<file path="src/rtl/traffic_cmd_master.sv">
// traffic_cmd_master
//   Expands high-level requests (LOAD / ENABLE / DISABLE / NOTRANSITION) taken over a
//   valid/ready handshake into timed, single-cycle commands for the traffic_lights
//   command port. Commands are spaced CMD_GAP idle cycles apart.
//
// Parameters
//   CMD_GAP  idle cycles after every issued command (0..15)
//   DATA_W   width of the timing fields and cmd_data_o
//
// Ports
//   clk_i            clock
//   srst_n_i         synchronous active-low reset
//   req_valid_i      request valid
//   req_ready_o      request ready, high only while idle
//   req_op_i         0=LOAD 1=ENABLE 2=DISABLE 3=NOTRANSITION
//   req_red_ms_i     red time (LOAD only)
//   req_yellow_ms_i  yellow time (LOAD only)
//   req_green_ms_i   green time (LOAD only)
//   cmd_type_o       0=ENABLE 1=DISABLE 2=NOTRANSITION 3=SET_GREEN 4=SET_RED 5=SET_YELLOW
//   cmd_valid_o      one-cycle command strobe
//   cmd_data_o       command payload (ms value for SET_*, 0 otherwise)
//   done_o           pulse coincident with the last command of a request
module traffic_cmd_master #(
  parameter int CMD_GAP = 1,
  parameter int DATA_W  = 16
) (
  input  logic              clk_i,
  input  logic              srst_n_i,
  input  logic              req_valid_i,
  output logic              req_ready_o,
  input  logic [1:0]        req_op_i,
  input  logic [DATA_W-1:0] req_red_ms_i,
  input  logic [DATA_W-1:0] req_yellow_ms_i,
  input  logic [DATA_W-1:0] req_green_ms_i,
  output logic [2:0]        cmd_type_o,
  output logic              cmd_valid_o,
  output logic [DATA_W-1:0] cmd_data_o,
  output logic              done_o
);

  localparam logic [1:0] OP_LOAD    = 2'd0;
  localparam logic [1:0] OP_ENABLE  = 2'd1;
  localparam logic [1:0] OP_DISABLE = 2'd2;

  localparam logic [2:0] CT_ENABLE  = 3'd0;
  localparam logic [2:0] CT_DISABLE = 3'd1;
  localparam logic [2:0] CT_NOTRANS = 3'd2;
  localparam logic [2:0] CT_GREEN   = 3'd3;
  localparam logic [2:0] CT_RED     = 3'd4;
  localparam logic [2:0] CT_YELLOW  = 3'd5;

  localparam logic [3:0] GAP_LD = 4'(CMD_GAP);

  typedef enum logic [1:0] {
    IDLE  = 2'd0,
    ISSUE = 2'd1,
    GAP   = 2'd2
  } state_t;

  state_t            state_q;
  logic [3:0]        gap_cnt_q;
  logic [2:0]        idx_q;      // index of the next command to issue
  logic              last_q;     // most recently issued command ends the request
  logic [1:0]        op_q;
  logic [DATA_W-1:0] red_q;
  logic [DATA_W-1:0] yel_q;
  logic [DATA_W-1:0] grn_q;

  // A time of 0 would stall the light controller, so it is sent as 1.
  function automatic logic [DATA_W-1:0] clamp_zero(input logic [DATA_W-1:0] v);
    return (v == '0) ? {{(DATA_W-1){1'b0}}, 1'b1} : v;
  endfunction

  logic              accept;
  logic              advance_pt;
  logic              issue_now;
  logic              finish_now;
  logic [1:0]        sel_op;
  logic [2:0]        sel_idx;
  logic [DATA_W-1:0] sel_red;
  logic [DATA_W-1:0] sel_yel;
  logic [DATA_W-1:0] sel_grn;
  logic [2:0]        nxt_type;
  logic [DATA_W-1:0] nxt_data;
  logic              nxt_last;

  // Command selection: on the accepting edge the first command comes straight from
  // the request inputs, afterwards from the captured copies.
  always_comb begin
    accept     = (state_q == IDLE) && req_ready_o && req_valid_i;
    advance_pt = ((state_q == ISSUE) && (CMD_GAP == 0)) ||
                 ((state_q == GAP) && (gap_cnt_q == 4'd0));
    issue_now  = accept || (advance_pt && !last_q);
    finish_now = advance_pt && last_q;

    sel_op  = accept ? req_op_i : op_q;
    sel_idx = accept ? 3'd0 : idx_q;
    sel_red = accept ? clamp_zero(req_red_ms_i)    : red_q;
    sel_yel = accept ? clamp_zero(req_yellow_ms_i) : yel_q;
    sel_grn = accept ? clamp_zero(req_green_ms_i)  : grn_q;

    nxt_type = CT_NOTRANS;
    nxt_data = '0;
    nxt_last = 1'b1;
    case (sel_op)
      OP_LOAD: begin
        nxt_last = 1'b0;
        case (sel_idx)
          3'd0:    nxt_type = CT_NOTRANS;
          3'd1:    begin nxt_type = CT_RED;    nxt_data = sel_red; end
          3'd2:    begin nxt_type = CT_YELLOW; nxt_data = sel_yel; end
          3'd3:    begin nxt_type = CT_GREEN;  nxt_data = sel_grn; end
          default: begin nxt_type = CT_ENABLE; nxt_last = 1'b1;    end
        endcase
      end
      OP_ENABLE:  nxt_type = CT_ENABLE;
      OP_DISABLE: nxt_type = CT_DISABLE;
      default:    nxt_type = CT_NOTRANS;
    endcase
  end

  // Request capture: data path, not reset.
  always_ff @(posedge clk_i) begin
    if (accept) begin
      op_q  <= req_op_i;
      red_q <= clamp_zero(req_red_ms_i);
      yel_q <= clamp_zero(req_yellow_ms_i);
      grn_q <= clamp_zero(req_green_ms_i);
    end
  end

  // Sequencer and registered command outputs.
  always_ff @(posedge clk_i) begin
    if (!srst_n_i) begin
      state_q     <= IDLE;
      req_ready_o <= 1'b0;
      cmd_valid_o <= 1'b0;
      cmd_type_o  <= 3'd0;
      cmd_data_o  <= '0;
      done_o      <= 1'b0;
      gap_cnt_q   <= 4'd0;
      idx_q       <= 3'd0;
      last_q      <= 1'b0;
    end else begin
      cmd_valid_o <= 1'b0;
      cmd_type_o  <= 3'd0;
      cmd_data_o  <= '0;
      done_o      <= 1'b0;

      if (issue_now) begin
        state_q     <= ISSUE;
        req_ready_o <= 1'b0;
        cmd_valid_o <= 1'b1;
        cmd_type_o  <= nxt_type;
        cmd_data_o  <= nxt_data;
        done_o      <= nxt_last;
        last_q      <= nxt_last;
        idx_q       <= sel_idx + 3'd1;
        gap_cnt_q   <= GAP_LD;
      end else if (finish_now) begin
        state_q     <= IDLE;
        req_ready_o <= 1'b1;
      end else begin
        case (state_q)
          IDLE:  req_ready_o <= 1'b1;
          ISSUE: begin
            // Only reached with CMD_GAP >= 1, so the counter never wraps.
            state_q   <= GAP;
            gap_cnt_q <= gap_cnt_q - 4'd1;
          end
          GAP:     gap_cnt_q <= gap_cnt_q - 4'd1;
          default: state_q <= IDLE;
        endcase
      end
    end
  end

endmodule

</file>
<file path="config.mk">
export PLATFORM = sky130hd
export DESIGN_NAME = traffic_cmd_master
export DESIGN_NICKNAME = d
export VERILOG_FILES = /design/src/rtl/traffic_cmd_master.sv
export SDC_FILE = /design/constraint.sdc
export NUM_CORES = 1
export LEC_CHECK = 0
export CAP_MARGIN = 5
export CORE_UTILIZATION = 30
export CTS_BUF_LIST = sky130_fd_sc_hd__clkbuf_4 sky130_fd_sc_hd__clkbuf_8
export DETAILED_ROUTE_END_ITERATION = 10
export PLACE_DENSITY = 0.5
export SETUP_SLACK_MARGIN = 0.15
export SLEW_MARGIN = 20
export SYNTH_ARGS = -nofsm -noshare
export SYNTH_HDL_FRONTEND = slang
export SYNTH_SLANG_ARGS = --single-unit
</file>
<file path="constraint.sdc">
create_clock -name clk_i -period 6.6 [get_ports clk_i]
set_input_delay 0.66 -clock clk_i [delete_from_list [all_inputs] [get_ports clk_i]]
set_output_delay 0.66 -clock clk_i [all_outputs]
set_load 0.005 [all_outputs]
</file>
; ---- Yosys cells after proc, flatten, opt, wreduce, memory -nomap -nowiden
; Index checks and enable logic that the tools add are counted.
[word_totals]
mem_count = 0
romBits = 0
latch_bits = 0
inputBits = 53
ram_bits = 0
reg_bits = 82
[classes]
mul = 0
n_div = 0
n_shift = 0
n_lt_le_gt_ge = 0
n_bitwise = 2
n_mux = 22
reduce_logical = 25
n_eq_ne = 9
add_sub_neg = 2
[ops]
columns = op, count
row1 = 2-to-1 mux 16 bit, 6
row2 = zero test 16 bit, 3
row3 = one-hot mux 16 bit (3 select lines), 1
row4 = one-hot mux 3 bit (4 select lines), 1
row5 = 2-to-1 mux 1 bit, 10
row6 = one-hot mux 3 bit (3 select lines), 1
row7 = "equality test 3 x 2 -> 1 bit, second input constant", 2
row8 = AND reduction 2 bit, 3
row9 = OR reduction 2 bit, 3
row10 = logical AND 1 bit, 5
row11 = "equality test 2 x 1 -> 1 bit, second input constant", 2
row12 = "equality test 2 bit, second input constant", 2
row13 = zero test 2 bit, 2
row14 = zero test 4 bit, 1
row15 = one-hot mux 2 bit (2 select lines), 1
row16 = nonzero test 2 bit, 2
row17 = OR reduction 4 bit, 1
row18 = "subtractor 4 x 1 -> 4 bit, second input constant", 1
row19 = "adder 3 x 1 -> 3 bit, second input constant", 1
row20 = "equality test 3 x 1 -> 1 bit, second input constant", 1
row21 = zero test 3 bit, 1
row22 = 2-to-1 mux 3 bit, 1
row23 = "inequality test 3 x 1 -> 1 bit, second input constant", 1
row24 = AND reduction 3 bit, 1
row25 = 6 further kinds, 7

; ---- Longest topological paths before layout
; Gate-level depths: netlist (run 1).
[logic_depth]
ltp_word = 8
ltp_mapped = 14
ltp_nobuf = 9

; ---- Worst setup path before layout (run 1)
; OpenSTA, ideal clock, no wires.
[synth_path]
path_type = input port to flip-flop
start = input port req_valid_i
end = register cmd_data_o[10]
cell_stages = 11
slack_ns = 3.961
arrival_time_ns = 2.515
required_time_ns = 6.476
setup_time_ns = 0.124
cell_sequence = nand3_2 buf_6 buf_6 buf_2 and2_1 ha_1 ha_1 clkbuf_1 o2111ai_2 buf_2 nor2_1
[synth_via]
elab_chain_len = 4
elab_cells_between_ends = 13
[synth_lines]
columns = element, line_no
row1 = start: declaration, 29  ; input logic req_valid_i,
row2 = logical AND 1 bit (*), 90  ; accept = (state_q == IDLE) && req_ready_o && req_valid_i;
row3 = 2-to-1 mux 3 bit / 2-to-1 mux 2 bit (equally long branches), -
row4 = "equality test 3 x 2 -> 1 bit, or another cell as far along", 108  ; case (sel_idx)
row5 = one-hot mux 16 bit (3 select lines) / AND reduction 3 bit (equally long branches), -
row6 = end signal: assignment, 155  ; cmd_data_o <= nxt_data;
row7 = end: declaration, 37  ; output logic [DATA_W-1:0] cmd_data_o,
; Mark *: on every way between the ends. The rest lies on a longest branch, timed or not.
; A chain may end at the register's enable or synchronous reset.

; ---- Worst setup path after layout (run 1)
[layout_path]
start = input port req_valid_i
end = register cmd_data_o[3]
; The elaborated chain is that of the path after synthesis.

==> results of run 1 <==
## power groups by stage
stage	registers (mW)	clock network [mW]	logic (mW)
floorplan	0.639	0	0.210
global placement	0.644	0	0.284
detailed placement	0.647	0	0.285
CTS	0.635	0.395	0.287
global route	0.646	0.416	0.315
finish	0.635	0.383	0.286
## worst min-delay path by stage
stage / slack (ns) / cells after the start / startpoint / end
3_3_place_gp: 0.45 / 1 / red_q[3]$_DFF_P_ / red_q[3]$_DFF_P_
2_1_floorplan: 0.44 / 1 / yel_q[9]$_DFF_P_ / yel_q[9]$_DFF_P_
3_5_place_dp: 0.46 / 1 / yel_q[13]$_DFF_P_ / yel_q[13]$_DFF_P_
4_1_cts: 0.48 / 1 / yel_q[4]$_DFF_P_ / yel_q[4]$_DFF_P_
6_report: 0.48 / 1 / yel_q[4]$_DFF_P_ / yel_q[4]$_DFF_P_
5_1_grt: 0.49 / 1 / grn_q[2]$_DFF_P_ / grn_q[2]$_DFF_P_
## critical path: cells and delay by family
| kind | cells | cell delay, ns |
|---|---|---|
| simple gates | 3 | 0.62 |
| fa+ha+maj | 2 | 0.71 |
| buf+inv | 1 | 0.48 |
| compound gates | 1 | 0.85 |
## layout by cell type, fill, tap and decap left out, types with 3 or more instances in the layout
cell	Yosys	final
dfxtp_1	82	82
clkdlybuf4s50_1	0	74
mux2_2	28	28
nor2_1	22	22
mux2_4	16	16
a222oi_1	15	15
nor4_1	12	12
ha_1	11	11
inv_1	10	10
clkbuf_8	0	10
nand2_1	9	9
and4_1	4	4
o211ai_1	4	4
nand2b_1	3	3
o31a_1	3	3
mux2i_1	3	3
a21boi_1	3	3
a21oi_1	3	3
o311ai_1	3	3
clkinv_4	0	3
## layout make-up
| class | count | area share |
|---|---|---|
| Clock buffer | 10 | 0.0322 |
| Tap cell | 136 | 0.0398 |
| Sequential cell | 82 | 0.384 |
| Timing Repair Buffer | 75 | 0.175 |
| Inverter | 10 | 0.00878 |
| Multi-Input combinational cell | 165 | 0.343 |
| Clock inverter | 6 | 0.0176 |
## layer usage
layer  share of wire  vias up  wire, µm  global-route usage
met4           0.014        0       112              0.0565
li1                -     1146         -                   -
met2            0.47       52      3700               0.228
met3           0.036       10       284              0.0258
met5               0        -         0                   0
met1            0.48     1116      3850               0.202
## metrics by stage
stage                     hold WS (ns)   util  instances  setup slack [ns]
after detailed placement         0.458  0.390        468              3.07
after global routing             0.490  0.410        484              3.24
final                            0.475  0.410        484              3.47
after CTS                        0.479  0.410        484              3.43
after floorplan                  0.440      -        270              3.96
after global placement           0.455  0.390        468              3.16
## registers in the layout (all words and copies together) (netlist names)
name	flops
yel_q	16
req_ready_o	1
cmd_valid_o	1
op_q	2
idx_q	3
last_q	1
done_o	1
cmd_data_o	16
gap_cnt_q	4
cmd_type_o	3
red_q	16
state_q	2
grn_q	16
## kinds of logic after synthesis
kind of cell | share of synthesized area
compound gates | 0.119
xor+xnor | 0.0108
fa+ha+maj | 0.0424
buf+inv | 0.0435
flops | 0.505
mux | 0.184
simple gates | 0.0955
==> summary.md, run 1 <==
| Metric | Value |
|---|---|
| Largest net degree at the start of global routing | `58` |
| TritonCTS clock tree | `built` |
| Clock transition at path regs | `0.08 ns` |
| Flop pwr share | `0.487` |
| TritonRoute pass-1 iters | `5` |
| Asr flop ratio synth | `0` |
| Pwr dens | `305 nW/µm²` |
| Final WL | `7.95 mm` |
| Setup_tns | `0 ns` |
| Relative slew slack | `0.347` |
| Crit path capture type | `flip-flop` |
| VDD IR max | `0.123 mV` |
| Setup CP Type | `primary input to flip-flop` |
| Layout Skew | `0.0123 ns` |
| CP peak stage delay | `0.85 ns` |
| Net Switching | `0.344 mW` |
| Highest clock rate | `319 MHz` |
| Clk buf depth | `2` |
| Status | `finished, final reports clean` |
| Initial core utilization | `0.312` |
| CP max stage cell | `o2111ai_2` |
| Yosys warning total | `0` |
| First-pass GRT wire length | `12.6 mm` |
| FILL cells | `1,046` |
| Via density | `4.80` |
| Root Driver | `clkbuf_8` |
| Slew Limit Fails | `0` |
| Tcrit/Tclk final | `0.475` |
| Antenna-violating nets left | `0` |
| Grt ovf | `0` |
| GP Congestion | `0.694` |
| Synthesized area | `3250 µm²` |
| Crit path cell chain | `clkdlybuf4s50_1, nand3_2, and2_1, ha_1, ha_1, o2111ai_2, nor2_1` |
| Netlist cell types | `42` |
| Sw frac | `0.264` |
| Die ar. | `11,200 µm²` |
| CP Capture Point | `cmd_data_o[3]$_SDFF_PN0_` |
| Power share of the combinational group | `0.219` |
| H-tree depth | `3` |
| Core outline area | `10,400 µm²` |
| Max_cap viols | `0` |
| Min Clock Period, post-route | `3.13 ns` |
| Vias in the first global route | `2,380` |
| FF-to-FF path depth | `8` |
| FF+latch count, synth | `82` |
| IO Pins | `75` |
| Share of layout cells above drive strength 1 | `0.195` |
| Hold-fix buffers, CTS | `0` |
| CTS resizes | `0` |
| R2r endpoint | `cmd_data_o[3]$_SDFF_PN0_` |
| Tot Pwr | `1.30 mW` |
| Antenna violations before repair | `0` |
| Sink Count | `82` |
| Register Area | `1640 µm²` |
| Worst r2r src | `state_q[0]$_SDFFE_PN0P_` |
| Top cell type's share of synthesized area | `0.505` |
| Final Hold Viols | `0` |
| Post-DP Area | `4060 µm²` |
| Multi-input gate area | `1470 µm²` |
| Post-CTS Setup Inserts | `0` |
| Reg2Reg Setup Slack | `3.62 ns` |
| Port Buffers | `74` |
| Design area | `4280 µm²` |
| Clk pwr share | `0.294` |
| Detailed placer's ending HPWL | `5.58 mm` |
| Avg Synthesized Cell Area | `12.0 µm²` |
| All-Layer GR Usage | `0.147` |
| Initial DRC count | `118` |
| Fin nets | `407` |
| Most common cell on crit path | `ha_1` |
| Most area-hungry cell type in the Yosys netlist | `dfxtp_1` |
| Arr. time, crit path | `3.33 ns` |
| Die extent in x | `106 µm` |
| Worst Path Max Fanout | `19` |
| Drt drc | `0` |
| DIE HEIGHT | `106 µm` |
| Clk_lat worst skew | `0.35 ns` |
| CP required | `6.80 ns` |
| Area Overhead vs Synth | `31.6%` |
| Row count | `37` |
| Synth top area cells | `dfxtp_1 51%, mux2_2 9.7%, mux2_4 7.4%` |
| Slew @ Worst Pin | `0.974 ns` |
| Commonest cells post-synth | `82 x dfxtp_1, 28 x mux2_2, 22 x nor2_1, 16 x mux2_4, 15 x a222oi_1` |
| CTS Buf Count | `9` |
| EDFF count, synth | `0` |
| Top-count cell post-synth | `dfxtp_1` |
| Total vias in the final route | `2,324` |
| Syn Inst Count | `270` |
| Final setup viols | `0` |
| RSZ-0062 raised after global routing | `false` |
| Avg WL per Cell | `16.4 µm` |
| CP startpoint | `req_valid_i` |
| Antenna fix cells | `0` |
| Mapped Nets | `334` |
| Tightest Hold Check Type | `flip-flop to flip-flop` |
| Most used DFF post-synth | `dfxtp_1` |
| Worst Setup Start Kind | `primary input` |
| Seq/Total Area, Yosys | `0.505` |
| Leakage | `1.65 nW` |
| Int Pwr | `0.960 mW` |
Note: power is estimated with default switching activity, not from simulation.
==> inputs of run 2 (changes only) <==
==> constraint.sdc (replaced) <==
create_clock -name clk_i -period 3.2 [get_ports clk_i]
set_input_delay 0.32 -clock clk_i [delete_from_list [all_inputs] [get_ports clk_i]]
set_output_delay 0.32 -clock clk_i [all_outputs]
set_load 0.005 [all_outputs]
==> summary.md, run 2 (same netlist as run 1, synthesis figures left out) <==
| Metric | Value |
|---|---|
| Total vias in the final route | `2,371 (was 2,324)` |
| Min Clock Period, post-route | `2.77 ns` |
| H-tree depth | `3 (unchanged)` |
| Setup CP Type | `flip-flop to flip-flop (was primary input to flip-flop)` |
| Post-DP Area | `4110 µm² (was 4060 µm²)` |
| Area Overhead vs Synth | `32.9% (was 31.6%)` |
| Drt drc | `0 (unchanged)` |
| PnR worst setup slack | `0.433 ns (was 3.47 ns)` |
| Placed Cells | `474 (was 468)` |
| Final WL | `8.02 mm (was 7.95 mm)` |
| Initial DRC count | `114 (was 118)` |
| RSZ-0062 raised after global routing | `false (unchanged)` |
| Largest net degree at the start of global routing | `24 (was 58)` |
| Row count | `37 (unchanged)` |
| Commonest non-fill, non-tap cells in the layout | `82 x dfxtp_1, 74 x clkdlybuf4s50_1, 28 x mux2_2, 22 x nor2_1, 16 x mux2_4 (unchanged)` |
| Hold WS | `0.472 ns (was 0.475 ns)` |
| Antenna fix cells | `0 (unchanged)` |
| Most common cell on crit path | `ha_1 (unchanged)` |
| CP Capture Point | `cmd_data_o[1]$_SDFF_PN0_ (was cmd_data_o[3]$_SDFF_PN0_)` |
| R2r endpoint | `cmd_data_o[1]$_SDFF_PN0_ (was cmd_data_o[3]$_SDFF_PN0_)` |
| Setup_tns | `0 ns (unchanged)` |
| Hold-fix buffers, CTS | `0 (unchanged)` |
| Tightest Hold Check Type | `flip-flop to flip-flop (unchanged)` |
| TritonCTS clock tree | `built (unchanged)` |
| Reg2Reg Setup Slack | `0.43 ns (was 3.62 ns)` |
| Max_cap viols | `0 (unchanged)` |
| Tcrit/Tclk final | `0.865` |
| Slew Limit Fails | `0 (unchanged)` |
| Share of layout cells above drive strength 1 | `0.209 (was 0.195)` |
| Grt ovf | `0 (unchanged)` |
| Commonest non-fill, non-tap cell in the layout | `dfxtp_1 (unchanged)` |
| FF-to-FF path depth | `9 (was 8)` |
| CP startpoint | `state_q[0]$_SDFFE_PN0P_ (was req_valid_i)` |
| Worst Path Max Fanout | `19 (unchanged)` |
| Final setup viols | `0 (unchanged)` |
| Port Buffers | `74 (unchanged)` |
| Status | `finished, final reports clean (unchanged)` |
| Highest clock rate | `361 MHz` |
| Final Hold Viols | `0 (unchanged)` |
| CP max stage cell | `ha_1 (was o2111ai_2)` |
| Relative slew slack | `0.397 (was 0.347)` |
| Vias in the first global route | `2,463 (was 2,380)` |
| FILL cells | `1,011 (was 1,046)` |
| Leakage | `1.67 nW (was 1.65 nW)` |
| GP Congestion | `0.743 (was 0.694)` |
| VDD IR max | `0.269 mV (was 0.123 mV)` |
| Util after Layout | `0.414 (was 0.410)` |
| Tot Pwr | `2.69 mW (was 1.30 mW)` |
| Arr. time, crit path | `3.00 ns (was 3.33 ns)` |
| Layout Skew | `0.0116 ns (was 0.0123 ns)` |
| CTS Buf Count | `9 (unchanged)` |
| Core outline area | `10,400 µm² (unchanged)` |
| TritonRoute pass-1 iters | `5 (unchanged)` |
| Clk buf depth | `2 (unchanged)` |
| Dpl ws | `0.242 ns (was 3.07 ns)` |
| Via density | `4.84 (was 4.80)` |
| Root Driver | `clkbuf_8 (unchanged)` |
| IO Pins | `75 (unchanged)` |
| CP peak stage delay | `0.52 ns (was 0.85 ns)` |
| CP required | `3.43 ns (was 6.80 ns)` |
| Post-CTS Setup Inserts | `0 (unchanged)` |
| All-Layer GR Usage | `0.149 (was 0.147)` |
| Crit path cell chain | `inv_1, ha_1, nand3_2, and2_1, ha_1, ha_1, o2111ai_2, buf_4, nor2_1 (was clkdlybuf4s50_1, nand3_2, and2_1, ha_1, ha_1, o2111ai_2, nor2_1)` |
| Slew @ Worst Pin | `0.905 ns (was 0.974 ns)` |
| Final cell count without fillers | `490 (was 484)` |
| Initial core utilization | `0.312 (unchanged)` |
| Worst r2r src | `state_q[0]$_SDFFE_PN0P_ (unchanged)` |
| DIE HEIGHT | `106 µm (unchanged)` |
| Antenna violations before repair | `0 (unchanged)` |
| Die ar. | `11,200 µm² (unchanged)` |
| Sink Count | `82 (unchanged)` |
| Clock transition at path regs | `0.09 ns (was 0.08 ns)` |
| Worst Setup Start Kind | `flip-flop (was primary input)` |
| CTS resizes | `0 (unchanged)` |
| First-pass GRT wire length | `12.8 mm (was 12.6 mm)` |
| Fin nets | `413 (was 407)` |
| Crit path capture type | `flip-flop (unchanged)` |
| Die extent in x | `106 µm (unchanged)` |
| Detailed placer's ending HPWL | `5.84 mm (was 5.58 mm)` |
| Avg WL per Cell | `16.4 µm (about the same)` |
| Design area | `4320 µm² (was 4280 µm²)` |
| Pwr dens | `623 nW/µm² (was 305 nW/µm²)` |
| Clk_lat worst skew | `0.35 ns (about the same)` |
| Antenna-violating nets left | `0 (unchanged)` |
-- run 2: layout make-up --
| type | count | area (µm²) | share of cell area |
|---|---|---|---|
| clock inverter | 6 | 71.3 | 0.0165 |
| sequential | 82 | 1640 | 0.380 |
| clock buffer | 10 | 138 | 0.0319 |
| inverter | 10 | 37.5 | 0.00870 |
| tap | 136 | 170 | 0.0394 |
| timing repair buffer | 81 | 793 | 0.184 |
| multi-input combinational | 165 | 1470 | 0.339 |
-- run 2: power breakdown --
| part | internal, mW | switching, mW |
|---|---|---|
| clock network | 0.389 | 0.395 |
| registers | 1.25 | 0.0611 |
| logic | 0.343 | 0.250 |
-- run 2: per-layer routing --
metal	GRT usage	routed length, µm	up-vias
met5	0	0	-
li1	-	-	1162
met2	0.246	3780	57
met1	0.191	3780	1142
met3	0.0319	345	10
met4	0.0565	115	0
-- run 2: how the worst min path moves through the flow --
stage               depth (start not counted)               endpoint                   from  slack (ns)
finish                                      2  idx_q[1]$_SDFFE_PN0P_  idx_q[1]$_SDFFE_PN0P_        0.47
global route                                1       yel_q[4]$_DFF_P_       yel_q[4]$_DFF_P_        0.49
CTS                                         2  idx_q[1]$_SDFFE_PN0P_  idx_q[1]$_SDFFE_PN0P_        0.47
detailed placement                          1       red_q[2]$_DFF_P_       red_q[2]$_DFF_P_        0.46
global placement                            1      grn_q[12]$_DFF_P_      grn_q[12]$_DFF_P_        0.45
floorplan                                   1       yel_q[9]$_DFF_P_       yel_q[9]$_DFF_P_        0.44
-- run 2: worst max-delay path, delay by kind of cell (launching register included) --
family	cells	cell delay, ns
buf+inv	2	0.38
simple gates	3	0.71
flops	1	0.32
compound gates	1	0.31
fa+ha+maj	3	0.93
==> inputs of run 3 (changes only) <==
--- a/config.mk
+++ b/config.mk
@@ -5,9 +5,9 @@
 export SDC_FILE = /design/constraint.sdc
 export NUM_CORES = 1
 export LEC_CHECK = 0
-export CAP_MARGIN = 5
+export CAP_MARGIN = 40
 export CORE_UTILIZATION = 30
-export CTS_BUF_LIST = sky130_fd_sc_hd__clkbuf_4 sky130_fd_sc_hd__clkbuf_8
+export CTS_BUF_LIST = sky130_fd_sc_hd__clkbuf_16
 export DETAILED_ROUTE_END_ITERATION = 10
 export PLACE_DENSITY = 0.5
 export SETUP_SLACK_MARGIN = 0.15
==> summary.md, run 3 (same netlist as run 1, synthesis figures left out) <==
| Metric | Value |
|---|---|
| Status | `finished, final reports clean (unchanged)` |
| VDD IR max | `0.362 mV (was 0.269 mV)` |
| CP startpoint | `state_q[0]$_SDFFE_PN0P_ (unchanged)` |
| Placed Cells | `474 (unchanged)` |
| Highest clock rate | `370 MHz (was 361 MHz)` |
| Initial DRC count | `117 (was 114)` |
| RSZ-0062 raised after global routing | `false (unchanged)` |
| Worst Path Max Fanout | `16 (was 19)` |
| Worst Setup Start Kind | `flip-flop (unchanged)` |
| Final Hold Viols | `0 (unchanged)` |
| CP peak stage delay | `0.37 ns (was 0.52 ns)` |
| Pwr dens | `665 nW/µm² (was 623 nW/µm²)` |
| Final cell count without fillers | `491 (was 490)` |
| Sink Count | `82 (unchanged)` |
| Share of layout cells above drive strength 1 | `0.208 (was 0.209)` |
| TritonRoute pass-1 iters | `4 (was 5)` |
| Port Buffers | `74 (unchanged)` |
| Layout Skew | `0.00750 ns (was 0.0116 ns)` |
| GP Congestion | `0.743 (unchanged)` |
| Tightest Hold Check Type | `flip-flop to flip-flop (unchanged)` |
| Commonest non-fill, non-tap cells in the layout | `82 x dfxtp_1, 74 x clkdlybuf4s50_1, 28 x mux2_2, 22 x nor2_1, 16 x mux2_4 (unchanged)` |
| Slew Limit Fails | `0 (unchanged)` |
| Min Clock Period, post-route | `2.70 ns (was 2.77 ns)` |
| Worst r2r src | `state_q[0]$_SDFFE_PN0P_ (unchanged)` |
| Avg WL per Cell | `16.3 µm (was 16.4 µm)` |
| Antenna-violating nets left | `0 (unchanged)` |
| Row count | `37 (unchanged)` |
| Clk buf depth | `2 (unchanged)` |
| Die ar. | `11,200 µm² (unchanged)` |
| TritonCTS clock tree | `built (unchanged)` |
| Leakage | `1.72 nW (was 1.67 nW)` |
| Area Overhead vs Synth | `36.1% (was 32.9%)` |
| CP required | `3.41 ns (was 3.43 ns)` |
| FILL cells | `999 (was 1,011)` |
| Crit path capture type | `flip-flop (unchanged)` |
| Commonest non-fill, non-tap cell in the layout | `dfxtp_1 (unchanged)` |
| Tcrit/Tclk final | `0.845 (was 0.865)` |
| Antenna fix cells | `0 (unchanged)` |
| Util after Layout | `0.424 (was 0.414)` |
| PnR worst setup slack | `0.496 ns (was 0.433 ns)` |
| Initial core utilization | `0.312 (unchanged)` |
| Family with the most delay on the worst path | `adder cells (unchanged)` |
| Largest net degree at the start of global routing | `24 (unchanged)` |
| All-Layer GR Usage | `0.150 (was 0.149)` |
| DIE HEIGHT | `106 µm (unchanged)` |
| Antenna violations before repair | `0 (unchanged)` |
| Core outline area | `10,400 µm² (unchanged)` |
| CTS resizes | `0 (unchanged)` |
| IO Pins | `75 (unchanged)` |
| Hold WS | `0.471 ns (was 0.472 ns)` |
| Buffers & Inverters on Critical Path | `3 (was 2)` |
| Hold-fix buffers, CTS | `0 (unchanged)` |
| Final WL | `8.01 mm (was 8.02 mm)` |
| Final setup viols | `0 (unchanged)` |
| Root Driver | `clkbuf_16 (was clkbuf_8)` |
| Worst hold start | `idx_q[1]$_SDFFE_PN0P_ (unchanged)` |
| Die extent in x | `106 µm (unchanged)` |
| H-tree depth | `3 (unchanged)` |
| Post-DP Area | `4110 µm² (unchanged)` |
| Fin nets | `414 (was 413)` |
| Clock transition at path regs | `0.06 ns (was 0.09 ns)` |
| First-pass GRT wire length | `12.8 mm (about the same)` |
| Crit path cell chain | `inv_1, ha_1, nand3_2, and2_1, ha_1, ha_1, buf_6, o2111ai_2, buf_4, nor2_1 (was inv_1, ha_1, nand3_2, and2_1, ha_1, ha_1, o2111ai_2, buf_4, nor2_1)` |
| Post-CTS Setup Inserts | `0 (unchanged)` |
| Slew @ Worst Pin | `0.492 ns (was 0.905 ns)` |
| Via density | `4.82 (was 4.84)` |
| Grt ovf | `0 (unchanged)` |
| Setup_tns | `0 ns (unchanged)` |
| Arr. time, crit path | `2.92 ns (was 3.00 ns)` |
| Max_cap viols | `0 (unchanged)` |
| Relative slew slack | `0.670 (was 0.397)` |
| Detailed placer's ending HPWL | `5.84 mm (unchanged)` |
| Most common cell on crit path | `ha_1 (unchanged)` |
| Dpl ws | `0.242 ns (unchanged)` |
| Vias in the first global route | `2,462 (was 2,463)` |
| Design area | `4420 µm² (was 4320 µm²)` |
| Total vias in the final route | `2,365 (was 2,371)` |
| CP max stage cell | `ha_1 (unchanged)` |
| Clk_lat worst skew | `0.33 ns (was 0.35 ns)` |
| CTS Buf Count | `9 (unchanged)` |
| Setup CP Type | `flip-flop to flip-flop (unchanged)` |
| Drt drc | `0 (unchanged)` |
| Tot Pwr | `2.94 mW (was 2.69 mW)` |
==> run 3: cell types whose count changed in the layout (fill, tap and decap cells not counted) <==
| cell | previous run | this run |
|---|---|---|
| clkbuf_8 | 10 | 0 |
| clkbuf_16 | 0 | 9 |
| buf_6 | 0 | 1 |
| clkinv_1 | 0 | 1 |
==> run 3: area by class of cell <==
| cell class | instances | area, µm² | share of cell area |
|---|---|---|---|
| Timing Repair Buffer | 82 | 805 | 0.182 |
| Clock buffer | 9 | 225 | 0.0510 |
| Clock inverter | 7 | 75.1 | 0.0170 |
| Multi-Input combinational cell | 165 | 1470 | 0.332 |
| Inverter | 10 | 37.5 | 0.00849 |
| Tap cell | 136 | 170 | 0.0385 |
| Sequential cell | 82 | 1640 | 0.371 |
==> run 3: worst paths after layout <==
path                               end  slack, ns  cells past startpoint
max          cmd_data_o[12]$_SDFF_PN0_       0.50                     10
min              idx_q[1]$_SDFFE_PN0P_       0.47                      2
max reg2reg  cmd_data_o[12]$_SDFF_PN0_       0.50                     10
min reg2reg      idx_q[1]$_SDFFE_PN0P_       0.47                      2
==> run 3: where the power goes <==
group          internal (mW)  leakage (nW)  switching [mW]
registers               1.25         0.681          0.0612
clock network          0.608         0.140           0.424
logic                  0.343         0.899           0.251
total                   2.20          1.72           0.736
==> run 3: worst reg2reg max path, stage by stage, from the launching register on <==
cell	delay [ns]
dfxtp_1	0.31
inv_1	0.10
ha_1	0.21
nand3_2	0.31
and2_1	0.33
ha_1	0.20
ha_1	0.37
buf_6	0.23
o2111ai_2	0.18
buf_4	0.26
nor2_1	0.08
==> run 3: layer usage <==
layer  routed length [µm]  vias up  track usage  part of all wire
met5                    0        -            0                 0
met4                   80        0       0.0625             0.010
met3                  370        4       0.0282             0.046
met2                 3800       58        0.248              0.47
met1                 3760     1132        0.191              0.47
li1                     -     1171            -                 -
